### src/rtl/edulent_out_arbiter.sv
// edulent_out_arbiter
// Round-robin arbiter sharing the 8-bit o_out port between NUM_REQ internal
// requesters. A granted byte is registered onto o_out and held for at least
// HOLD_CYCLES cycles. It is released once the downstream sink is ready.
//
// Ports
//   i_clk, i_rst   clock, synchronous active-high reset
//   i_req_valid    per-requester "byte pending"
//   i_req_data     requester k byte at [k*DATA_W +: DATA_W]
//   o_req_ready    one-hot accept strobe (IDLE only, combinational)
//   o_out          registered output byte
//   o_out_valid    o_out holds a granted, not yet consumed byte
//   i_out_ready    downstream sink can consume o_out
//   o_grant_id     requester index whose byte is on o_out
//   o_busy         FSM is in SHOW
//
// state | meaning
// ------+------------------------------------------------------------
// IDLE  | no byte on the port; grant the next requester in RR order
// SHOW  | byte presented; wait for hold time, then for i_out_ready
module edulent_out_arbiter #(
   parameter int NUM_REQ     = 4,
   parameter int DATA_W      = 8,
   parameter int HOLD_CYCLES = 2,
   localparam int ID_W       = $clog2(NUM_REQ),
   localparam int HC_W       = (HOLD_CYCLES > 1) ? $clog2(HOLD_CYCLES) : 1
) (
   input  logic                      i_clk,
   input  logic                      i_rst,
   input  logic [NUM_REQ-1:0]        i_req_valid,
   input  logic [NUM_REQ*DATA_W-1:0] i_req_data,
   output logic [NUM_REQ-1:0]        o_req_ready,
   output logic [DATA_W-1:0]         o_out,
   output logic                      o_out_valid,
   input  logic                      i_out_ready,
   output logic [ID_W-1:0]           o_grant_id,
   output logic                      o_busy
);

   typedef enum logic {
      ST_IDLE = 1'b0,
      ST_SHOW = 1'b1
   } state_t;

   localparam logic [HC_W-1:0] HC_MAX = HC_W'(HOLD_CYCLES - 1);
   localparam logic [ID_W-1:0] PTR_RST = ID_W'(NUM_REQ - 1);

   state_t           state;
   logic [ID_W-1:0]  ptr;
   logic [HC_W-1:0]  hold_cnt;

   logic             win_found;
   logic [ID_W-1:0]  win_id;
   logic [ID_W-1:0]  idx_l;
   int               idx;

   // Search starts just after the last winner, so the last winner has lowest
   // priority next time round.
   always_comb begin
      win_found = 1'b0;
      win_id    = '0;
      idx       = 0;
      idx_l     = '0;
      for (int i = 1; i <= NUM_REQ; i++) begin
         idx   = (int'(ptr) + i) % NUM_REQ;
         idx_l = ID_W'(idx);
         if (!win_found && i_req_valid[idx_l]) begin
            win_found = 1'b1;
            win_id    = idx_l;
         end
      end
   end

   // Depends only on state, ptr, valids and reset; never on i_out_ready.
   always_comb begin
      o_req_ready = '0;
      if (!i_rst && (state == ST_IDLE) && win_found)
         o_req_ready[win_id] = 1'b1;
   end

   always_ff @(posedge i_clk) begin
      if (i_rst) begin
         state       <= ST_IDLE;
         ptr         <= PTR_RST;
         hold_cnt    <= '0;
         o_out       <= '0;
         o_out_valid <= 1'b0;
         o_grant_id  <= '0;
         o_busy      <= 1'b0;
      end else begin
         case (state)
            ST_IDLE: begin
               if (win_found) begin
                  o_out       <= i_req_data[int'(win_id)*DATA_W +: DATA_W];
                  o_grant_id  <= win_id;
                  ptr         <= win_id;
                  hold_cnt    <= '0;
                  o_out_valid <= 1'b1;
                  o_busy      <= 1'b1;
                  state       <= ST_SHOW;
               end
            end
            ST_SHOW: begin
               if (hold_cnt != HC_MAX)
                  hold_cnt <= hold_cnt + 1'b1;
               // Ready before the hold time is met is deliberately ignored.
               if ((hold_cnt == HC_MAX) && i_out_ready) begin
                  o_out_valid <= 1'b0;
                  o_busy      <= 1'b0;
                  state       <= ST_IDLE;
               end
            end
            default: state <= ST_IDLE;
         endcase
      end
   end

endmodule
### config.mk
export PLATFORM = sky130hd
export DESIGN_NAME = edulent_out_arbiter
export DESIGN_NICKNAME = d
export VERILOG_FILES = /design/src/rtl/edulent_out_arbiter.sv
export SDC_FILE = /design/constraint.sdc
export NUM_CORES = 1
export LEC_CHECK = 0
export ABC_CLOCK_PERIOD_IN_PS = 1900
export CAP_MARGIN = 20
export CORE_MARGIN = 2
export CORE_UTILIZATION = 33
export CTS_CLUSTER_DIAMETER = 150
export DETAILED_ROUTE_END_ITERATION = 12
export GPL_ROUTABILITY_DRIVEN = 0
export GPL_TIMING_DRIVEN = 0
export PLACE_DENSITY = 0.77
export SLEW_MARGIN = 20
export SYNTH_ARGS = -nofsm -noshare
export SYNTH_HDL_FRONTEND = slang
export SYNTH_SLANG_ARGS = --single-unit
### constraint.sdc
create_clock -name i_clk -period 1.9 [get_ports i_clk]
set_input_delay 0.475 -clock i_clk [delete_from_list [all_inputs] [get_ports i_clk]]
set_output_delay 0.475 -clock i_clk [all_outputs]
set_load 0.01 [all_outputs]
==> out/metrics.cfg <==
[timing]
period_needed_ns = 2.06
tightest_slew_ns = 0.377
max_slew_margin = 0.748
setup_viol = 4
maxSlewViolCount = 0
max_freq_ghz = 0.485
min_period_over_period = 1.08
rsz0062_at_grt = yes
setup_tns_ns = -0.528
setup_slack_ns = -0.160
fin_skew_ns = 0.00356
hold_viol_final = 0

[setup_path]
cp_max_fo = 6
critical_path.slowest_cell = dfxtp_4
crit_start = ptr[1]
r2r_setup_slack_ns = 0.37
reg2reg_from = ptr[1]
critical_path_class = reg2out
crit_chain = a211oi_2, a211o_1, buf_6, and3b_1, buf_2
path_buf_inv = 2
r2r-end = o_out[1]
crit_family = flip-flops
cp.arrival_ns = 1.59
r2r_cells = 6
critPathLaunchType = flip-flop
endpoint_kind = output port
critPathMaxStageDelay_ns = 0.41
critPathRequiredTime_ns = 1.42

[cts]
clkTransAtPathRegs_ns = 0.09
cts-root-buf = clkbuf_4
htreeDepth = 1
cts_hold_buf = 0
cts_num_sinks = 15
cts.path.max_buffers = 2
cts_tree = built
clk_latency_ns = 0.29
cts_buffers = 3

[grt]
grt_pass1_wl_um = 4460
grt-ovfl-total = 0
track_usage = 0.181
grt_max_degree = 11
antenna_found_initial = 0
grt_pass1_vias = 993

[pwr]
p_sw_uw = 328
p_comb_frac = 0.437
p_total_mw = 1.03
p_leak_nw = 0.704
p_int_uw = 700
clock_power_share = 0.186
switching_share = 0.319
seqPwrFrac = 0.377
ir_drop_mv = 0.404
power_density_nw_per_um2 = 635

[place]
pre_cts_slack_ns = -1.14
portBuffers = 54
dp_hpwl_um = 1940
place_inst = 182

[drt]
first_pass_iters = 4
vias = 965
routed_wl_um = 2640
drcViolationCount = 0
wl_per_cell_um = 13.8
drt_iter0_drc = 13
ant_nets = 0
viasPerCell = 5.03

[synth]
synth_nets = 136
synth_area_um2 = 915
synth_seq_area_share = 0.328
synth.avg_cell_area_um2 = 9.43
syn_inst = 97
yosysWarnings = 0
ys_types = 28
synth-seq-cells = 15

[job]
drv_cap = 0

[run_status]
status = finished, violations left
violations = setup timing

[final_layout]
final.fill_count = 246
instances_no_fill = 192
layout_commonest_cell = clkdlybuf4s50_1
diodes = 0
register_area_um2 = 308
syn2layout_area_growth_pct = 76.9
multi_input_area_um2 = 602
final_cell_mix = clkdlybuf4s50_1 (45), mux2i_1 (16), dfxtp_1 (13)
post_route_cells_drive_above_1_share = 0.236
nets = 201

[die]
initial_utilization = 0.340
coreArea_um2 = 2690
fp.dieH_um = 56.6
dieArea_um2 = 3210
io_pins = 55
row_count = 19
die_x_um = 56.6

[worst_hold_path]
min_from = o_grant_id[1]
holdPathStages = 2
hold_end = o_grant_id[1]
hp-class = reg2reg

[per-layer routing]
metal	track usage	routed length, µm	vias up
met2	0.322	1370	41
met3	0.0576	194	6
met5	0	0	-
li1	-	-	484
met1	0.191	1020	434
met4	0.0816	54	0
[metrics by stage]
step / hold WS [ns] / util / cell area [µm²]
after global placement: 0.450 / 0.562 / 1510
final: 0.459 / 0.602 / 1620
after global routing: 0.481 / 0.602 / 1620
after floorplan: 0.457 / - / 930
after detailed placement: 0.446 / 0.562 / 1510
after CTS: 0.459 / 0.595 / 1600
[flip-flops by register name, summed over array words and instances (netlist names)]
signal / flops
o_busy: 1
ptr: 2
state: 1
o_grant_id: 2
o_out: 8
hold_cnt: 1
[how the worst max path moves through the flow]
stage / slack [ns] / cells after the start / endpoint
after floorplan: 0.002 / 5 / o_req_ready[3]
after global placement: -1.09 / 7 / o_req_ready[2]
after detailed placement: -1.14 / 7 / o_req_ready[2]
after CTS: -0.21 / 6 / o_req_ready[3]
after global routing: -0.25 / 6 / o_req_ready[3]
final: -0.16 / 5 / o_req_ready[3]
[power by group through the flow]
| stage | combinational, mW | sequential, mW | clock, mW |
|---|---|---|---|
| 5_1_grt | 0.485 | 0.395 | 0.213 |
| 3_5_place_dp | 0.413 | 0.390 | 0 |
| 3_3_place_gp | 0.403 | 0.389 | 0 |
| 2_1_floorplan | 0.200 | 0.401 | 0 |
| 6_report | 0.450 | 0.387 | 0.191 |
| 4_1_cts | 0.446 | 0.385 | 0.191 |
[Yosys cell counts, drive strengths merged]
| cell | number | area, µm² |
|---|---|---|
| mux2i | 17 | 170 |
| dfxtp | 15 | 300 |
| nor2 | 9 | 50.1 |
| o221ai | 9 | 85.1 |
| nand2 | 8 | 32.5 |
| nand3b | 8 | 60.1 |
| a21oi | 7 | 38.8 |
| buf | 6 | 56.3 |
| inv | 3 | 11.3 |
| nand2b | 2 | 20.0 |
| nor4 | 2 | 18.8 |
| o21ai | 2 | 10.0 |
| a211o | 1 | 8.76 |
| a211oi | 1 | 7.51 |
| and2b | 1 | 7.51 |
| and3 | 1 | 6.26 |
| and3b | 1 | 8.76 |
| clkbuf | 1 | 3.75 |
| nor3 | 1 | 5.00 |
| o21bai | 1 | 7.51 |
| or2 | 1 | 6.26 |
[cell families (layout without fill, tap and decap cells)]
group,count (synthesis),in the layout,synth area share
AND/OR/NAND/NOR,34,34,0.235
flip-flops,15,15,0.328
buffers and inverters,10,74,0.0780
multiplexers,17,17,0.186
AO/OA/AOI/OAI,21,21,0.172
[worst register-to-register path, cell delays in order, from the launching register on]
cell      delay (ns)
dfxtp_4         0.41
mux2i_4         0.25
o221ai_4        0.18
buf_4           0.17
nand2b_4        0.13
buf_6           0.13
o221ai_1        0.18
[area by class of cell]
cell class	instances	area share
buffer	7	0.0425
clock buffer	3	0.0139
clock inverter	1	0.00309
inverter	3	0.00696
multi-input combinational	72	0.372
sequential	15	0.190
tap	31	0.0240
timing repair buffer	60	0.347
[timing repair]
action,4_1_cts,5_1_grt
setup endpoints to repair,13,4
pin swaps,6,3
resized for setup,50,4
setup buffers,6,0
Note: power is estimated with default switching activity, not from simulation.
==> variant (config.mk and constraints unchanged) <==
The parameter `NUM_REQ` goes from 4 to 16.
--- a/src/rtl/edulent_out_arbiter.sv
+++ b/src/rtl/edulent_out_arbiter.sv
@@ -20,5 +20,5 @@
 // SHOW  | byte presented; wait for hold time, then for i_out_ready
 module edulent_out_arbiter #(
-   parameter int NUM_REQ     = 4,
+   parameter int NUM_REQ     = 16,
    parameter int DATA_W      = 8,
    parameter int HOLD_CYCLES = 2,
Interface: changed (resized i_req_data, i_req_valid, o_grant_id and o_req_ready); port bits go from 55 to 177. No check against the original RTL was run, so the function may have changed too.
==> variant against the original RTL <==
Via count rose to 6.4 times the old value. Synthesized cell count rose to 5.5 times the old value. Setup slack worse by 3.1 ns. Cell area rose to 5.2 times the old value. The flow still finishes with violations (negative setup slack). Wire length rose to 8.7 times the old value. Area after synthesis rose to 5.1 times the old value. Sequential cell count up 4. Critical path type unchanged.
Power is left out: the tool's default activity adds up to more than one toggle a clock period on the data nets, which glitch-free logic cannot reach.
==> variant: results <==
group,metric,value,unit
routing,drt_wl_total,22.9,mm
setup_path,critPathArrivalTime,4.65,ns
synthesis,synth.yosys.seq_area_share,8.14,%
timing,whs,0.493,ns
setup_path,critical-path-max-stage-delay,0.66,ns
setup_path,regToRegEndpoint,"o_out[4]",
grt,first_global_vias,5650,
final_layout,area_growth_from_synthesis_to_final_layout,81.4,%
synthesis,syn_avg_cell_area,8.75,um2
grt,grt_util_all_layers,26.4,%
final_layout,clkCellAreaFrac,0.929,%
final_layout,multi_input_area,4610,um2
synthesis,synth.area.top_cells,"mux4_2, mux2i_1, mux2_2, dfxtp_1, nor2_1",
synthesis,ys_types,78,
final_layout,layout_cells_excl_fill,1000,
synthesis,synthAdderAreaFrac,2.14,%
timing,finalClockSkew,0.00252,ns
status,violations,"negative setup slack",
final_layout,n_fill_cell,1045,
grt,grt_max_degree,13,
setup_path,reg2regPathDepth,24,
synthesis,synth_compound_gate_area_share,21.3,%
final_layout,num-nonclk-buffers,314,
timing,setup_total_negative_slack,-98.99,ns
synthesis,synth_mux_area_share,40.7,%
timing,fin_ws,-3.23,ns
min_path,hold_end,"o_grant_id[3]",
final_layout,design.final.nets,974,
place,hpwl_after_detailed_placement,14.7,mm
routing,drtPass1Iterations,5,
timing,setup_violations,35,
place,placed_cells,890,
final_layout,clock_buffers,4,
timing,slew_headroom,36.2,%
final_layout,design.seq.count,19,
status,outcome,"finished with violations",
cts,cts.repair_timing.setup_buffer_count,81,
==> variant: cell types whose count changed after synthesis, moves of 10 or more <==
cell / before / now
mux2i_1: 17 / 67
nor2_1: 8 / 55
mux2_2: 0 / 37
nand2_1: 7 / 38
mux4_2: 0 / 30
a21oi_1: 6 / 31
o21ai_0: 0 / 19
nand3_1: 0 / 15
nor3_1: 1 / 13
a22oi_1: 0 / 10
inv_1: 3 / 13
==> variant: routing by layer <==
metal  share of wire, %  GRT usage [%]  up-vias
li1                   -              -     2651
met1                 37           34.8     2924
met2                 48           43.4      493
met3                9.1           4.29      143
met4                6.1           9.94        0
met5                  0              0        -
==> variant: worst reg2reg max path: cells and delay by family, from the launching register on <==
family / cells / cell delay (ns)
muxes: 4 / 1.13
AOI/OAI and AO/OA: 2 / 0.69
and+or+nand+nor: 6 / 0.72
DFF: 1 / 0.37
adders and majority gates: 1 / 0.41
buffers and inverters: 11 / 1.54
